[config.mk]
export PLATFORM = sky130hd
export DESIGN_NAME = button_event_queue_flat
export DESIGN_NICKNAME = d
export VERILOG_FILES = /design/src/rtl/button_event_queue_if.sv /design/src/rtl/button_event_queue.sv /design/src/flat_wrapper.sv
export SDC_FILE = /design/constraint.sdc
export NUM_CORES = 1
export LEC_CHECK = 0
export ABC_AREA = 1
export BUFFER_PORTS_ARGS = -buffer_cell sky130_fd_sc_hd__buf_2
export CAP_MARGIN = 0
export CORE_MARGIN = 2
export CORE_UTILIZATION = 45
export CTS_CLUSTER_SIZE = 20
export DETAILED_ROUTE_END_ITERATION = 10
export MAX_ROUTING_LAYER = met4
export SYNTH_ARGS = -nofsm -noshare
export SYNTH_HDL_FRONTEND = slang
export SYNTH_SLANG_ARGS = --single-unit
[constraint.sdc]
create_clock -name clock -period 5.25 [get_ports clock]
set_input_delay 0.2625 -clock clock [delete_from_list [all_inputs] [get_ports clock]]
set_output_delay 0.2625 -clock clock [all_outputs]
set_load 0.02 [all_outputs]
[src/rtl/button_event_queue_if.sv]
// Button event queue bus: debounce/acknowledge pairs and processor pop port.
interface button_event_queue_if #(
  parameter int NUM_BUTTONS = 4,
  parameter int CODE_WIDTH  = 2,
  parameter int PTR_WIDTH   = 3
);
  logic [NUM_BUTTONS-1:0] debounce;
  logic [NUM_BUTTONS-1:0] acknowledge;
  logic                   read_event;
  logic                   event_valid;
  logic [CODE_WIDTH-1:0]  event_code;
  logic [PTR_WIDTH:0]     event_count;

  // Debounce units and processor side.
  modport master (
    output debounce,
    output read_event,
    input  acknowledge,
    input  event_valid,
    input  event_code,
    input  event_count
  );

  // Queue side.
  modport slave (
    input  debounce,
    input  read_event,
    output acknowledge,
    output event_valid,
    output event_code,
    output event_count
  );
endinterface

[src/rtl/button_event_queue.sv]
// Edge-detects debounced button levels and queues button-index codes in an
// in-order show-ahead FIFO drained one entry per cycle by the processor.
module button_event_queue #(
  parameter int NUM_BUTTONS = 4,
  parameter int CODE_WIDTH  = 2,
  parameter int DEPTH       = 8,
  parameter int PTR_WIDTH   = 3
) (
  input  logic                 clock,
  input  logic                 reset,
  button_event_queue_if.slave  bus
);

  localparam logic [PTR_WIDTH:0] DEPTH_CNT = (PTR_WIDTH+1)'(DEPTH);
  // Highest fill level at which every button can still be granted a slot.
  localparam logic [PTR_WIDTH:0] ACK_LIMIT = (PTR_WIDTH+1)'(DEPTH - NUM_BUTTONS);

  logic [NUM_BUTTONS-1:0] prev_q;
  logic [NUM_BUTTONS-1:0] pending_q;
  logic [CODE_WIDTH-1:0]  storage [DEPTH];
  logic [PTR_WIDTH-1:0]   wr_ptr_q;
  logic [PTR_WIDTH-1:0]   rd_ptr_q;
  logic [PTR_WIDTH:0]     count_q;

  logic [NUM_BUTTONS-1:0] rise;
  logic [NUM_BUTTONS-1:0] cand;
  logic [NUM_BUTTONS-1:0] push_mask;
  logic [CODE_WIDTH-1:0]  push_idx;
  logic                   push;
  logic                   pop;

  // Pick the lowest-index candidate and decide whether push/pop happen.
  // NOTE: every always_comb output gets a default first so no path leaves it unassigned (no latch).
  always_comb begin
    rise      = bus.debounce & ~prev_q;
    cand      = pending_q | rise;
    push_idx  = '0;
    push_mask = '0;
    // Descending scan so the lowest set index is the final assignment.
    for (int i = NUM_BUTTONS - 1; i >= 0; i--) begin
      if (cand[i]) begin
        push_idx     = CODE_WIDTH'(i);
        push_mask    = '0;
        push_mask[i] = 1'b1;
      end
    end
    pop  = bus.read_event && (count_q != '0);
    push = (cand != '0) && ((count_q < DEPTH_CNT) || pop);
  end

  // Control state: edge history, pending presses, pointers and fill count.
  // NOTE: sequential state uses non-blocking assignments so all registers update from pre-edge values.
  always_ff @(posedge clock) begin
    if (reset) begin
      prev_q    <= '1;
      pending_q <= '0;
      wr_ptr_q  <= '0;
      rd_ptr_q  <= '0;
      count_q   <= '0;
    end else begin
      prev_q    <= bus.debounce;
      pending_q <= push ? (cand & ~push_mask) : cand;
      if (push) wr_ptr_q <= wr_ptr_q + 1'b1;
      if (pop)  rd_ptr_q <= rd_ptr_q + 1'b1;
      unique case ({push, pop})
        2'b10:   count_q <= count_q + 1'b1;
        2'b01:   count_q <= count_q - 1'b1;
        default: count_q <= count_q;
      endcase
    end
  end

  // FIFO storage write port.
  // NOTE: storage has no reset; count and pointers alone define which entries are meaningful.
  always_ff @(posedge clock) begin
    if (push) storage[wr_ptr_q] <= push_idx;
  end

  // Outputs: acknowledge only when no press is pending and room is guaranteed.
  always_comb begin
    bus.acknowledge = ~pending_q & {NUM_BUTTONS{count_q <= ACK_LIMIT}};
    bus.event_valid = (count_q != '0);
    bus.event_code  = storage[rd_ptr_q];
    bus.event_count = count_q;
  end

endmodule

[src/flat_wrapper.sv]
// flat-port wrapper written by rule: the top's interface ports become plain ports
module button_event_queue_flat 
#(
  parameter int NUM_BUTTONS = 4,
  parameter int CODE_WIDTH  = 2,
  parameter int DEPTH       = 8,
  parameter int PTR_WIDTH   = 3
)
  (clock, reset, bus_debounce, bus_read_event, bus_acknowledge, bus_event_valid, bus_event_code, bus_event_count);
  button_event_queue_if #(.NUM_BUTTONS(NUM_BUTTONS), .CODE_WIDTH(CODE_WIDTH), .PTR_WIDTH(PTR_WIDTH)) bus_i ();
  input  logic clock;
  input  logic reset;
  input wire logic [$bits(bus_i.debounce)-1:0] bus_debounce;
  input wire logic [$bits(bus_i.read_event)-1:0] bus_read_event;
  output wire logic [$bits(bus_i.acknowledge)-1:0] bus_acknowledge;
  output wire logic [$bits(bus_i.event_valid)-1:0] bus_event_valid;
  output wire logic [$bits(bus_i.event_code)-1:0] bus_event_code;
  output wire logic [$bits(bus_i.event_count)-1:0] bus_event_count;
  assign bus_i.debounce = bus_debounce;
  assign bus_i.read_event = bus_read_event;
  assign bus_acknowledge = bus_i.acknowledge;
  assign bus_event_valid = bus_i.event_valid;
  assign bus_event_code = bus_i.event_code;
  assign bus_event_count = bus_i.event_count;
  button_event_queue #(.NUM_BUTTONS(NUM_BUTTONS), .CODE_WIDTH(CODE_WIDTH), .DEPTH(DEPTH), .PTR_WIDTH(PTR_WIDTH)) u_core (.clock(clock), .reset(reset), .bus(bus_i));
endmodule
**Yosys cells after proc, flatten, opt, wreduce, memory -nomap -nowiden**

Memory sizes are Yosys's and may differ from the RTL's. A register that Yosys moved wholly into a read port is not among the register bits.
Index checks and enable logic that the tools add are counted.

- Memories: 1
- Word-level logic and storage cells: 41
- Bits of input ports: 7
- Bits in registers: 18
- Memory bits (writable): 16

Memory list:

| memory | depth | bits a word | read ports | clocked after memory_dff | write ports | RTL line | text |
|---|---|---|---|---|---|---|---|
| u_core.storage | 8 | 2 | 1 | 1 | 1 | button_event_queue.sv:20 | `logic [CODE_WIDTH-1:0] storage [DEPTH];` |

- Reduce and logical (&&, ||, !) cells: 6
- Add/sub/neg operators: 4
- Muxes and demuxes: 14
- Equal/unequal tests: 2
- Order comparisons: 2
- Bitwise gates (word level): 7

Operator list:

| kind | number |
|---|---|
| $mux W4 | 5 |
| $and A4 B4 Y4 | 3 |
| $not A4 Y4 | 3 |
| $mux W2 | 4 |
| $pmux W4 S2 | 1 |
| $reduce_bool A4 Y1 | 2 |
| $add A3 B1 Y3 const B | 2 |
| $mux W3 | 2 |
| $add A4 B1 Y4 const B | 1 |
| $le A4 B3 Y1 const B | 1 |
| $lt A4 B4 Y1 const B | 1 |
| $or A4 B4 Y4 | 1 |
| $sub A4 B1 Y4 const B | 1 |
| $eq A2 B1 Y1 const B | 1 |
| $eq A2 B2 Y1 const B | 1 |
| $logic_and A1 B1 Y1 | 2 |
| $mux W1 | 2 |
| $reduce_bool A2 Y1 | 1 |
| $logic_or A1 B1 Y1 | 1 |

**Depth between registers and ports, before layout**

- Word-level depth: 10
- Depth in mapped cells: 16
- Depth with buffers taken out: 16

**Least setup slack after synthesis**

OpenSTA, ideal clock, no wires.

- Path kind: flip-flop to flip-flop
- Start: register u_core.count_q[0], in the netlist u_core.bus.event_count[0]
- End: register u_core.count_q[2], in the netlist u_core.bus.event_count[2]
- Clock period less this slack: 2.089 ns
- Required time: 5.135 ns
- Arrival time: 1.973 ns
- Stages on the path, launching flop included: 15
- Slack: 3.161 ns
- Cell sequence: dfxtp_1 nor2_1 nand3_2 nand2_4 nand2_2 nand2_4 ha_1 nand2_1 inv_1 nor2_1 ha_1 a21oi_1 xnor2_1 o21ai_0 inv_1

- Cells in the longest elaborated chain, start to end: 6

RTL lines:

| element | RTL line | text |
|---|---|---|
| start, declared | button_event_queue.sv:23 | `logic [PTR_WIDTH:0] count_q;` |
| start signal, assigned | button_event_queue.sv:66 | `2'b10: count_q <= count_q + 1'b1;` |
| start signal, assigned | button_event_queue.sv:67 | `2'b01: count_q <= count_q - 1'b1;` |
| start signal, assigned | button_event_queue.sv:68 | `default: count_q <= count_q;` |
| $reduce_bool A4 Y1 (*) | n/a |  |
| net bus_event_valid | flat_wrapper.sv:16 | `output wire logic [$bits(bus_i.event_valid)-1:0] bus_event_valid;` |
| $logic_and A1 B1 Y1 (*) | button_event_queue.sv:47 | `pop = bus.read_event && (count_q != '0);` |
| $logic_or A1 B1 Y1 | button_event_queue.sv:48 | `push = (cand != '0) && ((count_q < DEPTH_CNT) \|\| pop);` |
| $logic_and A1 B1 Y1 | button_event_queue.sv:48 |  |
| $eq A2 B1 Y1 or $eq A2 B2 Y1 (tied branches) | button_event_queue.sv:65 | `unique case ({push, pop})` |
| $pmux W4 S2 or $reduce_bool A2 Y1 (tied branches) | n/a |  |

The timed path passes the listed nets; every way through them passes the cells marked *.
A chain may end at the register's enable or synchronous reset.

**Worst setup path after layout**

- Start: register u_core.count_q[0], in the netlist u_core.bus.event_count[0]
- End: register u_core.count_q[2], in the netlist u_core.bus.event_count[2]

- Cells in the longest elaborated chain, start to end: 6

RTL lines:

| element |
|---|
| branches (longest 6 deep; another with $lt A4 B4 Y1) |

Several ways; the timed one is not identified.

==> results.py <==
metrics = {
    "run_status": {
        "status": "complete, no violations",
    },
    "clock_tree": {
        "postCtsHoldBufs": 0,
        "cts_tree": "done",
        "clkSinkCount": 37,
        "cts_setup_buffers": 0,
        "clk_path_buf_depth": 2,
        "cts_max_level": 2,
        "cts_buffers": 5,
        "cts_root_buffer": "clkbuf_8",
        "clk_latency_ps": 290,
        "clk_pin_slew_ps": 70,
        "cts_resized": 0,
    },
    "synth": {
        "yosysSeqAreaShare": 0.543,
        "netlist_area_mm2": 0.00166,
        "synth-edff-count": 16,
        "synth_top_area_cell": "edfxtp_1",
        "synth_common_cells": "28 x nand2_1, 28 x nor2_1, 25 x inv_1",
        "synth_top_area_share": 0.289,
        "avgSynthCellArea_um2": 9.02,
        "synthFlopType": "dfxtp_1",
        "syn-num-nets": 196,
        "synth_cell_types": 28,
        "synthArstFlopShare": 0,
        "ys_seq_elements": 37,
        "synthTopCellsByArea": "edfxtp_1 29%, dfxtp_1 25%, nand2_1 6.3%",
        "syn-instance-count": 184,
        "yosysWarnings": 0,
    },
    "hold_path": {
        "worstHoldPathType": "in2reg",
        "hold_path_depth": 2,
        "hold_end": "u_core.prev_q[2]",
        "min_from": "bus_debounce[2]",
    },
    "global_route": {
        "antenna_found_initial": 0,
        "overflow": 0,
        "grt_pass1_wl_um": 5140,
        "grt_max_degree": 12,
        "grt_pass1_vias": 1156,
        "grtUsageTotal": 0.168,
    },
    "route": {
        "vias_per_cell": 4.87,
        "wl_per_cell_um": 11.6,
        "drc_errors": 0,
        "postRouteWirelength_um": 2960,
        "vias": 1237,
        "first_iter_violations": 48,
        "drt-pass1-iter-count": 4,
        "antenna_left": 0,
    },
    "floorplanning": {
        "die_w_um": 64.7,
        "die_h_um": 64.7,
        "fp-row-count": 22,
        "die_area_mm2": 0.00419,
        "core_area_mm2": 0.00361,
        "io_pins": 18,
        "initial_utilization": 0.460,
    },
    "critical_path": {
        "crit_chain": "nor2_1 -> nand3_2 -> nand2_4 -> nand2_2 -> nand2_4 -> ha_1 -> nand2_1 -> inv_1 -> nor2_1 -> ha_1 -> a21oi_1 -> xnor2_1 -> o21ai_0 -> inv_1",
        "ff2ff_setup_slack_ps": 3110,
        "slowest_delay_ps": 350,
        "critical_path.slowest_cell": "dfxtp_1",
        "r2r_start": "u_core.bus.event_count[0]",
        "end_kind": "register",
        "arrival_ps": 2330,
        "crit_required_ps": 5430,
        "crit_fanout": 7,
        "r2r-end": "u_core.bus.event_count[2]",
        "crit_path_start_kind": "register",
        "crit_type": "reg2reg",
        "reg2regPathDepth": 14,
    },
    "power": {
        "p_leak_nw": 0.826,
        "powerDensity_mw_per_mm2": 494,
        "ir_drop_v": 0.000255,
        "p_total_mw": 0.927,
    },
    "cells_and_area": {
        "synthToLayoutAreaGrowth_pct": 13.0,
        "fin_cells": 254,
        "fin_nets": 217,
        "layout-drive-gt1-share": 0.184,
        "register_area_um2": 901,
        "multi_input_area_um2": 653,
        "fill_cells": 338,
        "diodes": 0,
    },
    "placed_design": {
        "gp_congestion": 0.738,
        "dp_slack_ps": 3170,
        "portBuffers": 17,
        "dp_cells": 246,
        "hpwl_um": 2230,
    },
    "timing": {
        "maxSlewHeadroom": 0.408,
        "finalCritPeriodShare": 0.408,
        "finalHoldViolations": 0,
        "skew_ps": 4.92,
        "fin_setup_tns_ps": 0,
        "rsz0062_at_grt": "no",
        "slew_violations": 0,
        "setup_slack_ps": 3110,
        "setup_viol": 0,
        "worst_pin_slew_ps": 881,
        "holdWs_ps": 173,
        "layout_min_cycle_time_ps": 2140,
        "fmax_mhz": 467,
    },
    "flow_run": {
        "cap_violations": 0,
    },
}
per-layer routing:
layer  track usage  vias to the layer above  share of wire
li1              -                      638              -
met1         0.194                      570           0.44
met2         0.262                       23           0.49
met3        0.0469                        6          0.041
met4        0.0957                        0          0.023
met5             -                        -              0
metrics by stage:
step	instance area (um^2)	utilization
2_1_floorplan	1660	-
3_3_place_gp	1790	0.497
3_5_place_dp	1790	0.497
4_1_cts	1880	0.520
5_1_grt	1880	0.520
6_report	1880	0.520
worst max-delay path by stage:
| stage | endpoint | from |
|---|---|---|
| global placement | u_core.bus.event_count[2] | bus_debounce[0] |
| global route | u_core.bus.event_count[2] | u_core.bus.event_count[0] |
| detailed placement | u_core.bus.event_count[2] | bus_debounce[0] |
| floorplan | u_core.bus.event_count[2] | u_core.bus.event_count[0] |
| finish | u_core.bus.event_count[2] | u_core.bus.event_count[0] |
| CTS | u_core.bus.event_count[2] | u_core.bus.event_count[0] |
report_power, final:
group,switching [mW],leakage [nW],internal [mW]
Clock,0.0964,0.0450,0.0919
Sequential,0.0413,0.321,0.348
Combinational,0.226,0.460,0.123
layout make-up:
| cell class | instances | share of cell area |
|---|---|---|
| Clock buffer | 6 | 0.0387 |
| Clock inverter | 2 | 0.00534 |
| Inverter | 25 | 0.0500 |
| Multi-Input combinational cell | 119 | 0.348 |
| Sequential cell | 37 | 0.480 |
| Tap cell | 48 | 0.0320 |
| Timing Repair Buffer | 17 | 0.0454 |
sequential cells by signal, summed over array words and instances (netlist names), named ones only:
name and cells:
u_core.wr_ptr_q 3, u_core.prev_q 4, u_core.pending_q 4, u_core.bus.event_count 4
u_core.storage 16, u_core.rd_ptr_q 3
kinds of logic (layout without fill, tap and decap cells):
logic type	count (synthesis)	after routing	share of synthesized area
and+or+nand+nor	77	77	0.210
AOI/OAI and AO/OA	32	32	0.118
xor gates and xnor gates	3	3	0.0158
DFF	37	37	0.543
adders and majority gates	5	5	0.0377
muxes	2	2	0.0121
buffers and inverters	28	50	0.0641
cell usage in the layout, fill, tap and decap left out, types with 5 or more instances in the layout:
master,instances
nor2_1,28
nand2_1,28
inv_1,25
dfxtp_1,21
buf_2,17
o21ai_0,16
edfxtp_1,16
a21oi_1,8
nand3_1,6
nor2_2,5
ha_1,5
clkbuf_8,5
worst max-delay path, delay by kind of cell (launching register included):
| kind | cells | cell delay [ps] |
|---|---|---|
| flops | 1 | 350 |
| fa+ha+maj | 2 | 380 |
| xor+xnor | 1 | 100 |
| simple gates | 7 | 780 |
| buf+inv | 2 | 130 |
| compound gates | 2 | 300 |
(Power assumes the default switching activity.)
